**src/rtl/display_scan_driver.sv**
```systemverilog
// Time-multiplexed 8-digit seven-segment scan driver with a frame-synchronous shadow register,
// anti-ghosting guard interval and optional leading-zero blanking.
module display_scan_driver #(
    parameter int unsigned SCAN_DIV = 10000,
    parameter int unsigned GUARD    = 16
) (
    input  logic        clk,
    input  logic        rst,
    input  logic [31:0] value,
    input  logic        value_valid,
    input  logic [7:0]  digit_en,
    input  logic [7:0]  dp_in,
    input  logic        blank_lz,
    output logic        a,
    output logic        b,
    output logic        c,
    output logic        d,
    output logic        e,
    output logic        f,
    output logic        g,
    output logic        dp_n,
    output logic [7:0]  AN,
    output logic        frame_start
);

    localparam int unsigned CntW = (SCAN_DIV > 1) ? $clog2(SCAN_DIV) : 1;
    localparam logic [CntW-1:0] LastCnt  = CntW'(SCAN_DIV - 1);
    localparam logic [CntW-1:0] GuardCnt = CntW'(GUARD);

    logic [CntW-1:0] slot_cnt_q, slot_cnt_d;
    logic [2:0]      digit_idx_q, digit_idx_d;
    logic [31:0]     shadow_q, shadow_d;
    logic [31:0]     pending_q, pending_d;
    logic            pend_flag_q, pend_flag_d;

    logic [7:0]      an_q, an_d;
    logic [6:0]      seg_q, seg_d;
    logic            dp_n_q, dp_n_d;
    logic            frame_start_q, frame_start_d;

    logic            slot_last;
    logic            frame_end;
    logic [3:0]      nibble;
    logic [6:0]      seg_hi;
    logic [7:0]      lz_mask;
    logic            zero_run;
    logic            lit;

    assign slot_last = (slot_cnt_q == LastCnt);
    assign frame_end = slot_last && (digit_idx_q == 3'd7);

    always_comb begin
        slot_cnt_d  = slot_last ? '0 : slot_cnt_q + CntW'(1);
        digit_idx_d = slot_last ? digit_idx_q + 3'd1 : digit_idx_q;
    end

    // A strobe landing on the boundary cycle bypasses pending and goes straight to the shadow.
    always_comb begin
        shadow_d    = shadow_q;
        pending_d   = pending_q;
        pend_flag_d = pend_flag_q;
        if (frame_end) begin
            if (value_valid) begin
                shadow_d = value;
            end else if (pend_flag_q) begin
                shadow_d = pending_q;
            end
            pend_flag_d = 1'b0;
        end else if (value_valid) begin
            pending_d   = value;
            pend_flag_d = 1'b1;
        end
    end

    // lz_mask[k] set when shadow nibbles k..7 are all zero; digit 0 is never blanked.
    always_comb begin
        lz_mask  = '0;
        zero_run = 1'b1;
        for (int k = 7; k >= 1; k--) begin
            zero_run   = zero_run & (shadow_q[k*4 +: 4] == 4'h0);
            lz_mask[k] = zero_run;
        end
    end

    always_comb begin
        nibble = shadow_q[{digit_idx_q, 2'b00} +: 4];
        seg_hi = 7'h00;
        unique case (nibble)
            4'h0: seg_hi = 7'h3F;
            4'h1: seg_hi = 7'h06;
            4'h2: seg_hi = 7'h5B;
            4'h3: seg_hi = 7'h4F;
            4'h4: seg_hi = 7'h66;
            4'h5: seg_hi = 7'h6D;
            4'h6: seg_hi = 7'h7D;
            4'h7: seg_hi = 7'h07;
            4'h8: seg_hi = 7'h7F;
            4'h9: seg_hi = 7'h6F;
            4'hA: seg_hi = 7'h77;
            4'hB: seg_hi = 7'h7C;
            4'hC: seg_hi = 7'h39;
            4'hD: seg_hi = 7'h5E;
            4'hE: seg_hi = 7'h79;
            4'hF: seg_hi = 7'h71;
            default: seg_hi = 7'h00;
        endcase
    end

    always_comb begin
        lit = digit_en[digit_idx_q] && !(blank_lz && lz_mask[digit_idx_q])
              && (slot_cnt_q >= GuardCnt);
        an_d          = lit ? ~(8'h01 << digit_idx_q) : 8'hFF;
        seg_d         = lit ? ~seg_hi : 7'h7F;
        dp_n_d        = lit ? ~dp_in[digit_idx_q] : 1'b1;
        frame_start_d = (digit_idx_q == 3'd0) && (slot_cnt_q == '0);
    end

    always_ff @(posedge clk or negedge rst) begin
        if (!rst) begin
            slot_cnt_q    <= '0;
            digit_idx_q   <= 3'd0;
            shadow_q      <= '0;
            pending_q     <= '0;
            pend_flag_q   <= 1'b0;
            an_q          <= 8'hFF;
            seg_q         <= 7'h7F;
            dp_n_q        <= 1'b1;
            frame_start_q <= 1'b0;
        end else begin
            slot_cnt_q    <= slot_cnt_d;
            digit_idx_q   <= digit_idx_d;
            shadow_q      <= shadow_d;
            pending_q     <= pending_d;
            pend_flag_q   <= pend_flag_d;
            an_q          <= an_d;
            seg_q         <= seg_d;
            dp_n_q        <= dp_n_d;
            frame_start_q <= frame_start_d;
        end
    end

    assign {g, f, e, d, c, b, a} = seg_q;
    assign dp_n        = dp_n_q;
    assign AN          = an_q;
    assign frame_start = frame_start_q;

endmodule
```
**config.mk**
```make
export PLATFORM = sky130hd
export DESIGN_NAME = display_scan_driver
export DESIGN_NICKNAME = d
export VERILOG_FILES = /design/src/rtl/display_scan_driver.sv
export SDC_FILE = /design/constraint.sdc
export NUM_CORES = 1
export LEC_CHECK = 0
export CAP_MARGIN = 20
export CORE_UTILIZATION = 49
export CTS_CLUSTER_SIZE = 25
export DETAILED_ROUTE_END_ITERATION = 7
export PLACE_DENSITY_LB_ADDON = 0.05
export SLEW_MARGIN = 0
export SYNTH_ARGS = -nofsm -noshare
export SYNTH_HDL_FRONTEND = slang
export SYNTH_SLANG_ARGS = --single-unit
```
**constraint.sdc**
```tcl
create_clock -name clk -period 3 [get_ports clk]
set_input_delay 0.6 -clock clk [delete_from_list [all_inputs] [get_ports clk]]
set_output_delay 0.6 -clock clk [all_outputs]
set_load 0.005 [all_outputs]
```
After elaboration in Yosys (flattened, before gate mapping)

Memories as Yosys holds them, arrays and structs flattened.
Cells that the tools add are included.

Register bits: 99
ROM bits: 112
Bits of input ports: 52
Output and inout bits: 17
Memories kept: 1

Memory list:

| name            | words | bits a word | rd ports | clocked after memory_dff | wr ports | line | source |
|---|---|---|---|---|---|---|---|
| (no name shown) | 16    | 7           | 1        | 0                        | 0        | 88   | `unique case (nibble)` |

Add/sub/neg operators: 2
Order comparisons: 2
Equal/unequal tests: 2
Shift-type cells: 2
Muxes and demuxes: 14
Bitwise operators: 10
Reduce and logical (&&, ||, !) cells: 19

Operators with widths:

| kind                    | number |
|---|---|
| $mux W32                | 2 |
| $shiftx A32 B6 Y4       | 1 |
| $logic_not A4 Y1        | 7 |
| $add A14 B1 Y14 const B | 1 |
| $eq A14 B14 Y1 const B  | 1 |
| $ge A14 B5 Y1 const B   | 1 |
| $logic_not A14 Y1       | 1 |
| $mux W14                | 1 |
| $bmux W1 S3             | 3 |
| $mux W8                 | 1 |
| $not A8 Y8              | 1 |
| $shl A1 B3 Y8 const A   | 1 |
| $mux W7                 | 1 |
| $not A7 Y7              | 1 |
| $and A1 B1 Y1           | 6 |
| $mux W1                 | 6 |
| $logic_and A1 B1 Y1     | 5 |
| $lt A3 B4 Y1 const B    | 1 |
| $reduce_and A2 Y1       | 2 |
| $reduce_bool A2 Y1      | 2 |
| $add A3 B1 Y3 const B   | 1 |
| $eq A3 B3 Y1 const B    | 1 |
| $logic_not A3 Y1        | 1 |
| $not A1 Y1              | 2 |
| $logic_not A1 Y1        | 1 |

Logic depth before layout (Yosys ltp)

Word-level depth: 14
Mapped depth: 10

Worst setup path before layout

Ideal clock, no wire load.

Path kind: reg-to-reg
Start point: register digit_idx_q[0]
End point: register seg_q[3]
Library setup time: 0.100 ns
Arrival: 2.114 ns
Slack: 0.786 ns
Stages on the path, launching flop included: 11
Cells stage by stage: dfrtp_1 buf_4 buf_4 mux4_2 nand2_1 and2_1 inv_1 ha_1 mux2i_1 mux2i_1 nand2b_1

Word-level cells in the longest chain between the ends: 7
Elaborated cells on any way between the ends: 12
Classes of those cells: shift: 1; mux: 5; bitwise: 1; reduce/logical: 4; memory: 1

RTL lines:

| item                                                   | line | source |
|---|---|---|
| start: declaration                                     | 31   | `logic [2:0] digit_idx_q, digit_idx_d;` |
| start signal: assignment                               | 131  | `digit_idx_q <= digit_idx_d;` |
| branches (longest 6 deep; another with $mem_v2 Z16 W7) | -    |  |
| $mux W7 *                                              | 113  | `seg_d = lit ? ~seg_hi : 7'h7F;` |
| named net seg_d[3]                                     | 37   | `logic [6:0] seg_q, seg_d;` |
| end signal: assignment                                 | 136  | `seg_q <= seg_d;` |
| end: declaration                                       | 37   |  |

Mark *: on every way through the listed nets, which the timed path passes. The select of a mux whose other input is x is not followed.
A chain may end at the register's enable or synchronous reset.

Final worst setup path

Start point: register digit_idx_q[0]
End point: register seg_q[1]

Same word-level chain as after synthesis.

==> results.toml <==
[cells_and_area]
diodes = 0
syn_to_final_growth_pct = 20.6
drive_above_1_share = 0.204
final_nets = 533
fillers = 806

[timing]
grt_setup_unrepaired = "no"
fin_setup_tns_ns = 0
finalMaxSlewViolations = 0
finalSetupViolations = 0
maxSlewHeadroom = 0.324
fmax_mhz = 389
period_share = 0.858
hold_viol = 0
tightest_slew_ns = 1.01
fin_crit_ns = 2.57
fin_worst_skew_ns = 0.00779

[synth]
synth_ff_type = "dfrtp_1"
synth_top_family_by_area = "multiplexers"
synth-simple-area-share = 0.104
async_flop_share = 1.00
yosys-mux-area-fraction = 0.223
synth_cell_types = 38
synth-compound-area-share = 0.0614
synth_xor_area_frac = 0.0220
synth_cells = 399
syn-cell-area_sq_mm = 0.00479
synth-edff-count = 0
synth_fa_ha_area_frac = 0.0366
syn_area_per_cell_sq_um = 12.0
yosysSeqAreaShare = 0.522
synth_nets = 465
ys_ff_latch = 99
ys_warn_count = 0

[drt]
routedWlPerCell_um = 15.0
drc = 0
num_vias = 3130
finalWirelength_um = 8990
drt_iter0_drc = 118
ant_nets = 0
first_pass_iters = 4
vias_per_cell = 5.23

[critical_path]
required_ns = 3.23
worstSetupPathType = "register to register"
cp-endpoint = "seg_q[1]$_DFF_PN1_"
cp-start-kind = "register"
worstRegToRegCells = 5
r2r-end = "seg_q[1]$_DFF_PN1_"
worstSetupStartpoint = "digit_idx_q[0]$_DFFE_PN0N_"
rrSetupSlack_ns = 0.43
worstSetupEndpointType = "register"
critPathArrivalTime_ns = 2.80
critPathMaxFanout = 16
r2r-start = "digit_idx_q[0]$_DFFE_PN0N_"

[placed_design]
dp_hpwl_um = 6510
portBuffers = 68
place.gp.congestion = 0.777

[die]
ios = 69
dieArea_sq_mm = 0.0102
core_sq_mm = 0.00937
die_h_um = 101
die_w_um = 101
rows = 35
initial_core_util = 0.511

[grt]
grt_max_degree = 65
grt-ovfl-total = 0
grt_use_total = 0.196
grt_antenna_before_repair = 0
grt_pass1_wl_um = 15100
grt_pass1_vias = 3220

[power_and_ir_drop]
power_density_mw_per_mm2 = 418
ir_drop_uv = 264
power.leakage_nw = 2.55
total_power_mw = 2.42

[clock_network]
clockBufferDepth = 2
htreeDepth = 3
clkTransAtPathRegs_ns = 0.09
postCtsHoldBufs = 0
cts_made_buffers = 9
cts_sinks = 99
cts_setup_buffers = 0
clk_latency_ns = 0.36
ctsResizeCount = 0
tritoncts = "built"
cts_root_buffer = "clkbuf_8"

[worst_hold_path]
hold_class = "input pin to asynchronous set/reset pin"

[flow_run]
cap_violations = 0

[run_status]
status = "complete, no violations"
[cell usage after synthesis (6+ instances only)]
cell type,n,share of area
dfstp_2,16,0.088
dfrtp_1,83,0.43
nor2_1,13,0.010
inv_1,8,0.0063
nand2_1,51,0.040
mux4_2,12,0.056
clkbuf_1,14,0.011
xnor2_1,6,0.011
xor2_1,6,0.011
nor4_1,6,0.0078
mux2_2,35,0.082
nand3_1,11,0.012
mux2i_1,39,0.082
o21ai_0,38,0.040
a21oi_1,6,0.0063
ha_1,14,0.037
[layout by cell type, fill, tap and decap left out, types with 2 or more instances in the layout]
master            n
a21oi_1           6
and3_1            4
buf_4             9
clkbuf_8         11
clkdlybuf4s50_1  66
clkinv_1          2
clkinvlp_4        2
dfrtp_1          83
dfstp_2          16
ha_1             14
inv_1             8
mux2_2           35
mux2i_1          39
mux4_2           12
nand2_1          51
nand2b_1          3
nand3_1          11
nand4_1           4
nor2_1           13
nor3_1            3
nor4_1            6
o211ai_1          2
o21ai_0          38
o221ai_1          3
or2_2             2
xnor2_1           6
xor2_1            6
[report_power, final]
part / internal, mW / switching (mW) / total, mW
clock network: 0.341 / 0.437 / 0.778
logic: 0.140 / 0.0907 / 0.231
registers: 1.39 / 0.0208 / 1.41
total: 1.87 / 0.549 / 2.42
[stage by stage]
step                hold WS [ns]  cell area (sq um)  setup WS, ns  instances   util
finish                     0.182               5770         0.427        599  0.616
global route               0.199               5770         0.147        599  0.616
CTS                        0.182               5770         0.373        599  0.616
detailed placement         0.471               5600         0.291        585  0.597
global placement           0.468               5600         0.359        585  0.597
floorplan                  0.304               4790         0.786        399      -
[final cells by class]
cell class                 count  area (sq um)  area share
timing repair buffer          77           753       0.130
tap                          129           161      0.0280
clock buffer                  11           151      0.0262
sequential                    99          2500       0.433
multi-input combinational    270          2150       0.372
inverter                      10          37.5     0.00650
clock inverter                 3          23.8     0.00412
[routing by layer]
metal / share of wire / up-vias / global-route usage / routed length [um]
li1: - / 1544 / - / -
met1: 0.45 / 1496 / 0.233 / 4030
met2: 0.48 / 76 / 0.336 / 4310
met3: 0.057 / 14 / 0.0631 / 517
met4: 0.015 / 0 / 0.0624 / 136
met5: 0 / - / 0 / 0
[registers in the layout (all words and copies together), names as in the netlist]
signal and cells:
pending_q 32, shadow_q 32, slot_cnt_q 14, AN 8, seg_q 7, digit_idx_q 3
dp_n 1, frame_start 1, pend_flag_q 1
[worst max-delay path, cell delays in order (launching register included)]
cell and delay (ns):
dfrtp_1 0.66, buf_4 0.29, mux4_2 0.25, mux2i_1 0.09, a311oi_2 0.87, o221ai_1 0.27
[cells by family after synthesis]
family                   after synthesis
flip-flops                            99
XOR/XNOR                              12
buffers and inverters                 30
AND/OR/NAND/NOR                      104
adder cells (fa/ha/maj)               14
multiplexers                          87
AO/OA/AOI/OAI                         53
[worst min path at each step]
stage | endpoint | slack (ns) | depth (start not counted)
5_1_grt | slot_cnt_q[5]$_DFF_PN0_ | 0.20 | 1
4_1_cts | pending_q[16]$_DFFE_PN0P_ | 0.18 | 1
2_1_floorplan | digit_idx_q[0]$_DFFE_PN0N_ | 0.30 | 0
6_report | slot_cnt_q[6]$_DFF_PN0_ | 0.18 | 1
3_5_place_dp | shadow_q[0]$_DFFE_PN0P_ | 0.47 | 2
3_3_place_gp | slot_cnt_q[11]$_DFF_PN0_ | 0.47 | 1
Power figures use the tool's default switching activity.
